## src/rtl/seq_divider_pkg.sv

```systemverilog
// Shared types and defaults for the multicycle signed divider.
package seq_divider_pkg;

  localparam int unsigned WIDTH_DEFAULT = 32;
  localparam int unsigned CNT_W_DEFAULT = $clog2(WIDTH_DEFAULT);

  typedef enum logic [1:0] {
    IDLE = 2'd0,
    RUN  = 2'd1,
    FIX  = 2'd2,
    DONE = 2'd3
  } div_state_t;

endpackage

```

## src/rtl/seq_divider_div_step.sv

```systemverilog
// One restoring-division iteration on unsigned magnitudes.
module div_step #(
  parameter int unsigned WIDTH = 32
) (
  input  logic [WIDTH:0]   i_rem,
  input  logic [WIDTH-1:0] i_quo,
  input  logic [WIDTH-1:0] i_dmag,
  output logic [WIDTH:0]   o_rem,
  output logic [WIDTH-1:0] o_quo
);

  logic [WIDTH+1:0] w_shift_rem;
  logic [WIDTH+1:0] w_trial;

  // One guard bit above the shifted remainder keeps the trial sign exact.
  assign w_shift_rem = {i_rem, i_quo[WIDTH-1]};
  assign w_trial     = w_shift_rem - {2'b00, i_dmag};

  always_comb begin
    o_rem = w_shift_rem[WIDTH:0];
    o_quo = {i_quo[WIDTH-2:0], 1'b0};
    if (!w_trial[WIDTH+1]) begin
      o_rem = w_trial[WIDTH:0];
      o_quo = {i_quo[WIDTH-2:0], 1'b1};
    end
  end

endmodule

```

## src/rtl/seq_divider.sv

```systemverilog
// Multicycle signed divider feeding Hi/Lo: quotient to lo, remainder to hi.
module seq_divider
  import seq_divider_pkg::*;
#(
  parameter int unsigned WIDTH = WIDTH_DEFAULT
) (
  input  logic             clk,
  input  logic             reset,
  input  logic             start,
  input  logic [WIDTH-1:0] dividend,
  input  logic [WIDTH-1:0] divisor,
  output logic             busy,
  output logic             done,
  output logic             div_zero,
  output logic [WIDTH-1:0] hi,
  output logic [WIDTH-1:0] lo
);

  localparam int unsigned CNT_W = $clog2(WIDTH);
  localparam logic [CNT_W-1:0] CNT_LAST = CNT_W'(WIDTH - 1);

  div_state_t       r_state;
  div_state_t       w_state_nxt;

  logic [WIDTH:0]   r_rem;
  logic [WIDTH-1:0] r_quo;
  logic [WIDTH-1:0] r_dmag;
  logic [CNT_W-1:0] r_cnt;
  logic             r_sign_q;
  logic             r_sign_r;
  logic             r_busy;
  logic             r_done;
  logic             r_div_zero;
  logic [WIDTH-1:0] r_hi;
  logic [WIDTH-1:0] r_lo;

  logic             w_dvs_zero;
  logic [WIDTH-1:0] w_dvd_mag;
  logic [WIDTH-1:0] w_dvs_mag;
  logic [WIDTH:0]   w_step_rem;
  logic [WIDTH-1:0] w_step_quo;

  assign w_dvs_zero = (divisor == '0);
  assign w_dvd_mag  = dividend[WIDTH-1] ? (~dividend + 1'b1) : dividend;
  assign w_dvs_mag  = divisor[WIDTH-1]  ? (~divisor + 1'b1)  : divisor;

  div_step #(
    .WIDTH (WIDTH)
  ) u_step (
    .i_rem  (r_rem),
    .i_quo  (r_quo),
    .i_dmag (r_dmag),
    .o_rem  (w_step_rem),
    .o_quo  (w_step_quo)
  );

  always_ff @(posedge clk) begin
    if (!reset) begin
      r_state <= IDLE;
    end else begin
      r_state <= w_state_nxt;
    end
  end

  always_comb begin
    w_state_nxt = r_state;
    unique case (r_state)
      IDLE: begin
        if (start) begin
          w_state_nxt = w_dvs_zero ? DONE : RUN;
        end
      end
      RUN: begin
        if (r_cnt == CNT_LAST) begin
          w_state_nxt = FIX;
        end
      end
      FIX:     w_state_nxt = DONE;
      DONE:    w_state_nxt = IDLE;
      default: w_state_nxt = IDLE;
    endcase
  end

  // busy/done are registered from the next-state decode so they line up with r_state.
  always_ff @(posedge clk) begin
    if (!reset) begin
      r_busy <= 1'b0;
      r_done <= 1'b0;
    end else begin
      r_busy <= (w_state_nxt == RUN) || (w_state_nxt == FIX);
      r_done <= (w_state_nxt == DONE);
    end
  end

  always_ff @(posedge clk) begin
    if (!reset) begin
      r_rem      <= '0;
      r_quo      <= '0;
      r_dmag     <= '0;
      r_cnt      <= '0;
      r_sign_q   <= 1'b0;
      r_sign_r   <= 1'b0;
      r_div_zero <= 1'b0;
      r_hi       <= '0;
      r_lo       <= '0;
    end else begin
      unique case (r_state)
        IDLE: begin
          if (start) begin
            if (w_dvs_zero) begin
              r_div_zero <= 1'b1;
            end else begin
              r_quo      <= w_dvd_mag;
              r_dmag     <= w_dvs_mag;
              r_rem      <= '0;
              r_cnt      <= '0;
              r_sign_q   <= dividend[WIDTH-1] ^ divisor[WIDTH-1];
              r_sign_r   <= dividend[WIDTH-1];
              r_div_zero <= 1'b0;
            end
          end
        end
        RUN: begin
          r_rem <= w_step_rem;
          r_quo <= w_step_quo;
          r_cnt <= r_cnt + 1'b1;
        end
        FIX: begin
          r_lo <= r_sign_q ? (~r_quo + 1'b1) : r_quo;
          r_hi <= r_sign_r ? (~r_rem[WIDTH-1:0] + 1'b1) : r_rem[WIDTH-1:0];
        end
        default: ;
      endcase
    end
  end

  assign busy     = r_busy;
  assign done     = r_done;
  assign div_zero = r_div_zero;
  assign hi       = r_hi;
  assign lo       = r_lo;

endmodule
```

## config.mk

```make
export PLATFORM = sky130hd
export DESIGN_NAME = seq_divider
export DESIGN_NICKNAME = d
export VERILOG_FILES = /design/src/rtl/seq_divider_pkg.sv /design/src/rtl/seq_divider_div_step.sv /design/src/rtl/seq_divider.sv
export SDC_FILE = /design/constraint.sdc
export NUM_CORES = 1
export LEC_CHECK = 0
export CORE_MARGIN = 3
export CORE_UTILIZATION = 50
export CTS_BUF_LIST = sky130_fd_sc_hd__clkbuf_8
export DETAILED_ROUTE_END_ITERATION = 10
export PLACE_DENSITY = 0.73
export SLEW_MARGIN = 30
export SYNTH_ARGS = -nofsm -noshare
export SYNTH_HDL_FRONTEND = slang
export SYNTH_SLANG_ARGS = --single-unit
```

## constraint.sdc

```tcl
create_clock -name clk -period 4.9 [get_ports clk]
set_input_delay 0.98 -clock clk [delete_from_list [all_inputs] [get_ports clk]]
set_output_delay 0.98 -clock clk [all_outputs]
set_load 0.02 [all_outputs]
```

* After elaboration in Yosys (flattened, before gate mapping) *
Cells that the tools add are included.

operators by class
  $add $sub $neg = 6
  eq/ne operators = 9
  muxes and demuxes = 20
  bitwise logic cells = 6
  reduce and logical (&&, ||, !) cells = 7

operator list
  cell                                                                   count
  32-bit two-way mux                                                     6
  32-bit by 1-bit adder with 32-bit output, second input constant        4
  32-bit inverter                                                        4
  33-bit two-way mux                                                     3
  33-bit one-hot mux with 2 select lines                                 1
  32-bit one-hot mux with 2 select lines                                 1
  34-bit by 32-bit subtractor with 34-bit output                         1
  32-bit logical NOT                                                     1
  5-bit two-way mux                                                      2
  5-bit one-hot mux with 2 select lines                                  1
  2-bit equality test, second input constant                             4
  2-bit one-hot mux with 4 select lines                                  1
  2-bit two-way mux                                                      3
  3-bit AND reduction                                                    2
  5-bit by 1-bit adder with 5-bit output, second input constant          1
  5-bit equality test, second input constant                             1
  2-bit by 1-bit equality test with 1-bit output, second input constant  2
  2-bit != test, second input constant                                   2
  2-bit logical NOT                                                      1
  1-bit two-way mux                                                      2
  2-bit AND reduction                                                    1
  2-bit nonzero test                                                     1
  1-bit logical OR                                                       1
  1-bit inverter                                                         1
  1-bit bitwise XOR                                                      1

storage, ports and cells
  register bits = 173
  bits of input ports = 67
  output and inout port bits = 67
  logic and storage cells = 60

* Depth between registers and ports, before layout *
  depth after elaboration = 6
  depth in mapped cells = 14
  mapped depth without buffers = 13

* Hierarchy *
Synthesis repeated with hierarchy kept, for this count alone.

second synthesis, totals
  cells, all modules = 1377
  area, all modules = 11268.3 um^2

by module, submodules not included
  module       times used  cells an instance  area an instance (um^2)  seq. area each (um^2)
  seq_divider  1           1018               8864.8                   3463.3
  div_step     1           359                2403.6                   0.0

* Worst setup path after synthesis *
Ideal clock, no wire load.

  kind = input port to flip-flop
  start point = input dividend[1]
  end point = register r_quo[25]
  arrival = 3.612 ns
  required time = 4.830 ns
  slack = 1.218 ns
  stages = 10
  buffers on the path = 1
  cell sequence = or4_1 or3_1 or3_4 or4_1 or2_1 buf_2 o31ai_2 xor2_1 a211o_1 a21oi_1

between the ends
  word-level cells in the longest chain between the ends = 6

ends and longest elaborated chain
  element                                   line                text
  start: declaration                        seq_divider.sv:10   input logic [WIDTH-1:0] dividend,
  32-bit inverter                           seq_divider.sv:44   assign w_dvd_mag = dividend[WIDTH-1] ? (~dividend + 1'b1) : dividend;
  32-bit by 1-bit adder with 32-bit output  seq_divider.sv:44
  32-bit two-way mux                        seq_divider.sv:44
  32-bit two-way mux                        seq_divider.sv:110  if (w_dvs_zero) begin
  32-bit two-way mux                        seq_divider.sv:109  if (start) begin
  32-bit one-hot mux with 2 select lines    seq_divider.sv:107  unique case (r_state)
  end signal: assignment                    seq_divider.sv:113  r_quo <= w_dvd_mag;
  end signal: assignment                    seq_divider.sv:125  r_quo <= w_step_quo;
  end: declaration                          seq_divider.sv:26   logic [WIDTH-1:0] r_quo;

Every way passes these cells. The select of a mux whose other input is x is not followed.
A chain may end at the register's enable or synchronous reset.

* Final worst setup path *
  start point = register r_rem[2]
  end point = register r_rem[24]

between the ends
  word-level cells in the longest chain between the ends = 3

ends and longest elaborated chain
  element                                         line                        text
  start: declaration                              seq_divider.sv:25           logic [WIDTH:0] r_rem;
  start signal: assignment                        seq_divider.sv:124          r_rem <= w_step_rem;
  34-bit by 32-bit subtractor with 34-bit output  seq_divider_div_step.sv:17  assign w_trial = w_shift_rem - {2'b00, i_dmag};
  33-bit two-way mux                              seq_divider_div_step.sv:22  if (!w_trial[WIDTH+1]) begin
  33-bit one-hot mux with 2 select lines          seq_divider.sv:107

Every way passes these cells.

==> summary.md <==
| Metric | Value |
|---|---|
| Worst Path Arrival | 4.36 ns |
| Setup slack, reg-to-reg | between 0.8 and 0.9 ns |
| Clock period minus worst slack | approximately 4.0 ns |
| Max H-tree Level | 4 |
| Crit path required time | roughly 5.3 ns |
| Clk Tree Root Cell | clkbuf_8 |
| Hold EP | lo[26] |
| Worst r2r path cells | 11 |
| CTS tree | done |
| CTS clk-pin slew, worst paths | 0.10 ns |
| Clock power frac | 19.6% |
| Die span in x | 152.7 um |
| Fin worst setup slack | 0.8902 ns |
| R2R Path End | r_rem[24] |
| Sequential power share | between 30% and 40% |
| Max Root-Sink Buffers | 2 |
| Io pins | 134 |
| Status | complete, no violations |
| # rows | 53 |
| Worst VDD drop | 528.0 uV |
| Int Power | 0.003243 W |
| Fin. Hold Viols | 0 |
| Placed cells | 1697 |
| Routed length per placed instance | 16.23 um |
| Hold Path Class | reg2reg |
| CP Class | reg2reg |
| Synthesis-stage register bit count | between 150 and 200 |
| Crit path capture type | register |
| Vias in the first global route | 9176 |
| Post-synth top area share | 32.19% |
| RSZ-0062 raised after global routing | false |
| P_sw | 0.002516 W |
| Largest net degree at the start of global routing | 65 |
| Final Setup Violations | 0 |
| Die height | 152.7 um |
| Post-Layout Cell Count | 1730 |
| Worst slew pin tran | 0.8859 ns |
| CTS Buf Count | 17 |
| Starting Density | between 50% and 60% |
| Initial DRC Count | 743 |
| EDFF count, synth | 0 |
| Top FF cell, synth | dfxtp_1 |
| Nets | 1549 |
| Post-synthesis sequential area ratio | around a third |
| GRT overflow | 0 |
| CTS Sinks | approximately 170 |
| Syn Nets | 1464 |
| P_leak | around 4.9 nW |
| Power Density | 452.5 nW/um^2 |
| Top cells by area, synth | dfxtp_1 32%, xor2_1 10%, a211oi_1 5.7%, nand2_1 4.8%, nor2_1 4.7% |
| GRT Total Usage | 23.34% |
| Yosys warning count | 0 |
| Post-Synthesis Cells | 1357 |
| Syn avg cell area | 7.928 um^2 |
| Setup slack at placement | ~0.47 ns |
| # resized after CTS | 0 |
| Worst-path fanout max | 11 |
| Power Total | 0.005759 W |
| Hold-fix buffers at CTS | 0 |
| Cell taking the most area after synthesis | dfxtp_1 |
| Critical Path Start Type | register |
| Area Overhead vs Synth | 18.31% |
| Global-route wire length before repair | between 40 and 50 mm |
| Post-DRT Antenna Nets | 0 |
| Initial antenna violation count | 0 |
| Diodes inserted | 0 |
| Worst r2r src | r_rem[2] |
| Async S/R FF share, synth | 0% |
| Share of cells above drive strength 1 | 5.498% |
| Vias | 10030 |
| Gpl congestion | 0.9062 |
| Setup_tns | 0 ns |
| Final HPWL DP | 20.92 mm |
| Placeable Area | 21090 um^2 |
| Worst skew pair latency | 0.46 ns |
| Achievable frequency | about 0.25 GHz |
| Slew Limit Fails | 0 |
| Yosys cell types | roughly 70 |
| Max-slew headroom | 40.80% |
| Pre-Repair DR Iteration Count | 8 |
| Post-CTS setup buffer count | 0 |
| Sw Ratio | between 40% and 50% |
| Vias per cell | 5.799 |
| Min-delay src | lo[26] |
| IO Port Bufs | 133 |
| Die Area | 23310 um^2 |
| Fin crit share | 81.83% |
| Hold Crit Depth | 2 |
| Max Clock Skew | 0.01722 ns |
| Total wire length after detailed routing | 28.08 mm |
| Logic pwr share | 49.5% |
| DRC | 0 |
| MaxCap Viol Count | 0 |
| Mapped cell area | 10760 um^2 |
[metrics by stage]
stage	utilization, %	hold slack [ns]	cell area (um^2)
finish	60.35	0.4541	12730
CTS	60.22	0.4577	12700
global route	60.35	0.4747	12730
global placement	58.12	0.4371	12260
detailed placement	58.12	0.4443	12260
floorplan	-	0.4647	10760
[kinds of logic (layout without fill, tap and decap cells)]
logic type      Yosys count  count (layout)  synth area share (%)
mux                       9               9                0.8491
buf+inv                 134             232                 4.943
compound gates          373             373                 23.96
fa+ha+maj                40              40                 4.722
xor+xnor                148             148                 12.05
simple gates            480             480                 21.28
flops                   173             173                 32.19
[cell usage after synthesis (21+ instances only)]
cell type	number
ha_1	39
inv_1	50
nor2_1	134
o31ai_1	27
a21oi_1	70
nand3_1	81
xnor2_1	25
nand2_1	137
clkbuf_1	66
dfxtp_1	173
nor2b_1	21
a211oi_1	82
xor2_1	123
o21ai_0	75
[metal layers]
layer / global-route usage (%) / share of wire (%)
met1: 35.91 / 50
met2: 34.27 / 42
met3: 3.351 / 6.8
met4: 5.770 / 1.3
met5: 0 / 0
[cells in the final DEF (no fill, tap or decap), drive strengths merged, types with 19 or more instances in the layout]
master,netlist,layout
dfxtp,173,173
nand2,137,137
nor2,134,134
clkdlybuf4s50,0,133
xor2,123,123
o21ai,86,86
a211oi,82,82
nand3,81,81
a21oi,70,70
inv,51,58
ha,39,39
o31ai,32,32
xnor2,25,25
o41ai,22,22
or4,22,22
nor2b,21,21
nor3,19,19
[critical path, stage by stage, from the launching register on]
cell	delay, ns
dfxtp_1	0.55
ha_1	0.36
a21o_1	0.21
a21oi_1	0.19
nand4_1	0.20
a31oi_1	0.33
o21ai_1	0.32
a2111oi_2	0.68
xor2_1	0.17
buf_4	0.23
or4_1	0.53
o311ai_0	0.11
[power groups by stage]
stage	registers (W)	clock network [W]	logic [W]
2_1_floorplan	0.00170	0	0.00208
3_3_place_gp	0.00179	0	0.00268
3_5_place_dp	0.00180	0	0.00271
4_1_cts	0.00177	0.00115	0.00272
5_1_grt	0.00180	0.00120	0.00317
6_report	0.00178	0.00113	0.00285
[registers in the layout, summed over array words and instances (netlist names)]
register  count
r_sign_q      1
r_rem        33
lo           32
r_state       2
r_dmag       32
r_cnt         5
r_quo        32
busy          1
div_zero      1
r_sign_r      1
done          1
hi           32
[layout make-up]
cell class,instances,area (um^2)
clock buffer,17,234.0
tap,275,344.1
sequential,173,3465
inverter,51,191.4
clock inverter,15,209.0
fill,1931,8361
timing repair buffer,149,1471
multi-input combinational,1050,6813
[worst max path at each step]
stage | start | endpoint | slack (ns)
2_1_floorplan | dividend[1] | r_quo[25] | 1.22
3_3_place_gp | dividend[0] | r_quo[22] | 0.58
3_5_place_dp | dividend[1] | r_quo[21] | 0.47
4_1_cts | dividend[1] | r_quo[21] | 0.94
5_1_grt | r_rem[2] | r_rem[24] | 0.62
6_report | r_rem[2] | r_rem[24] | 0.89
Power figures use the tool's default switching activity.
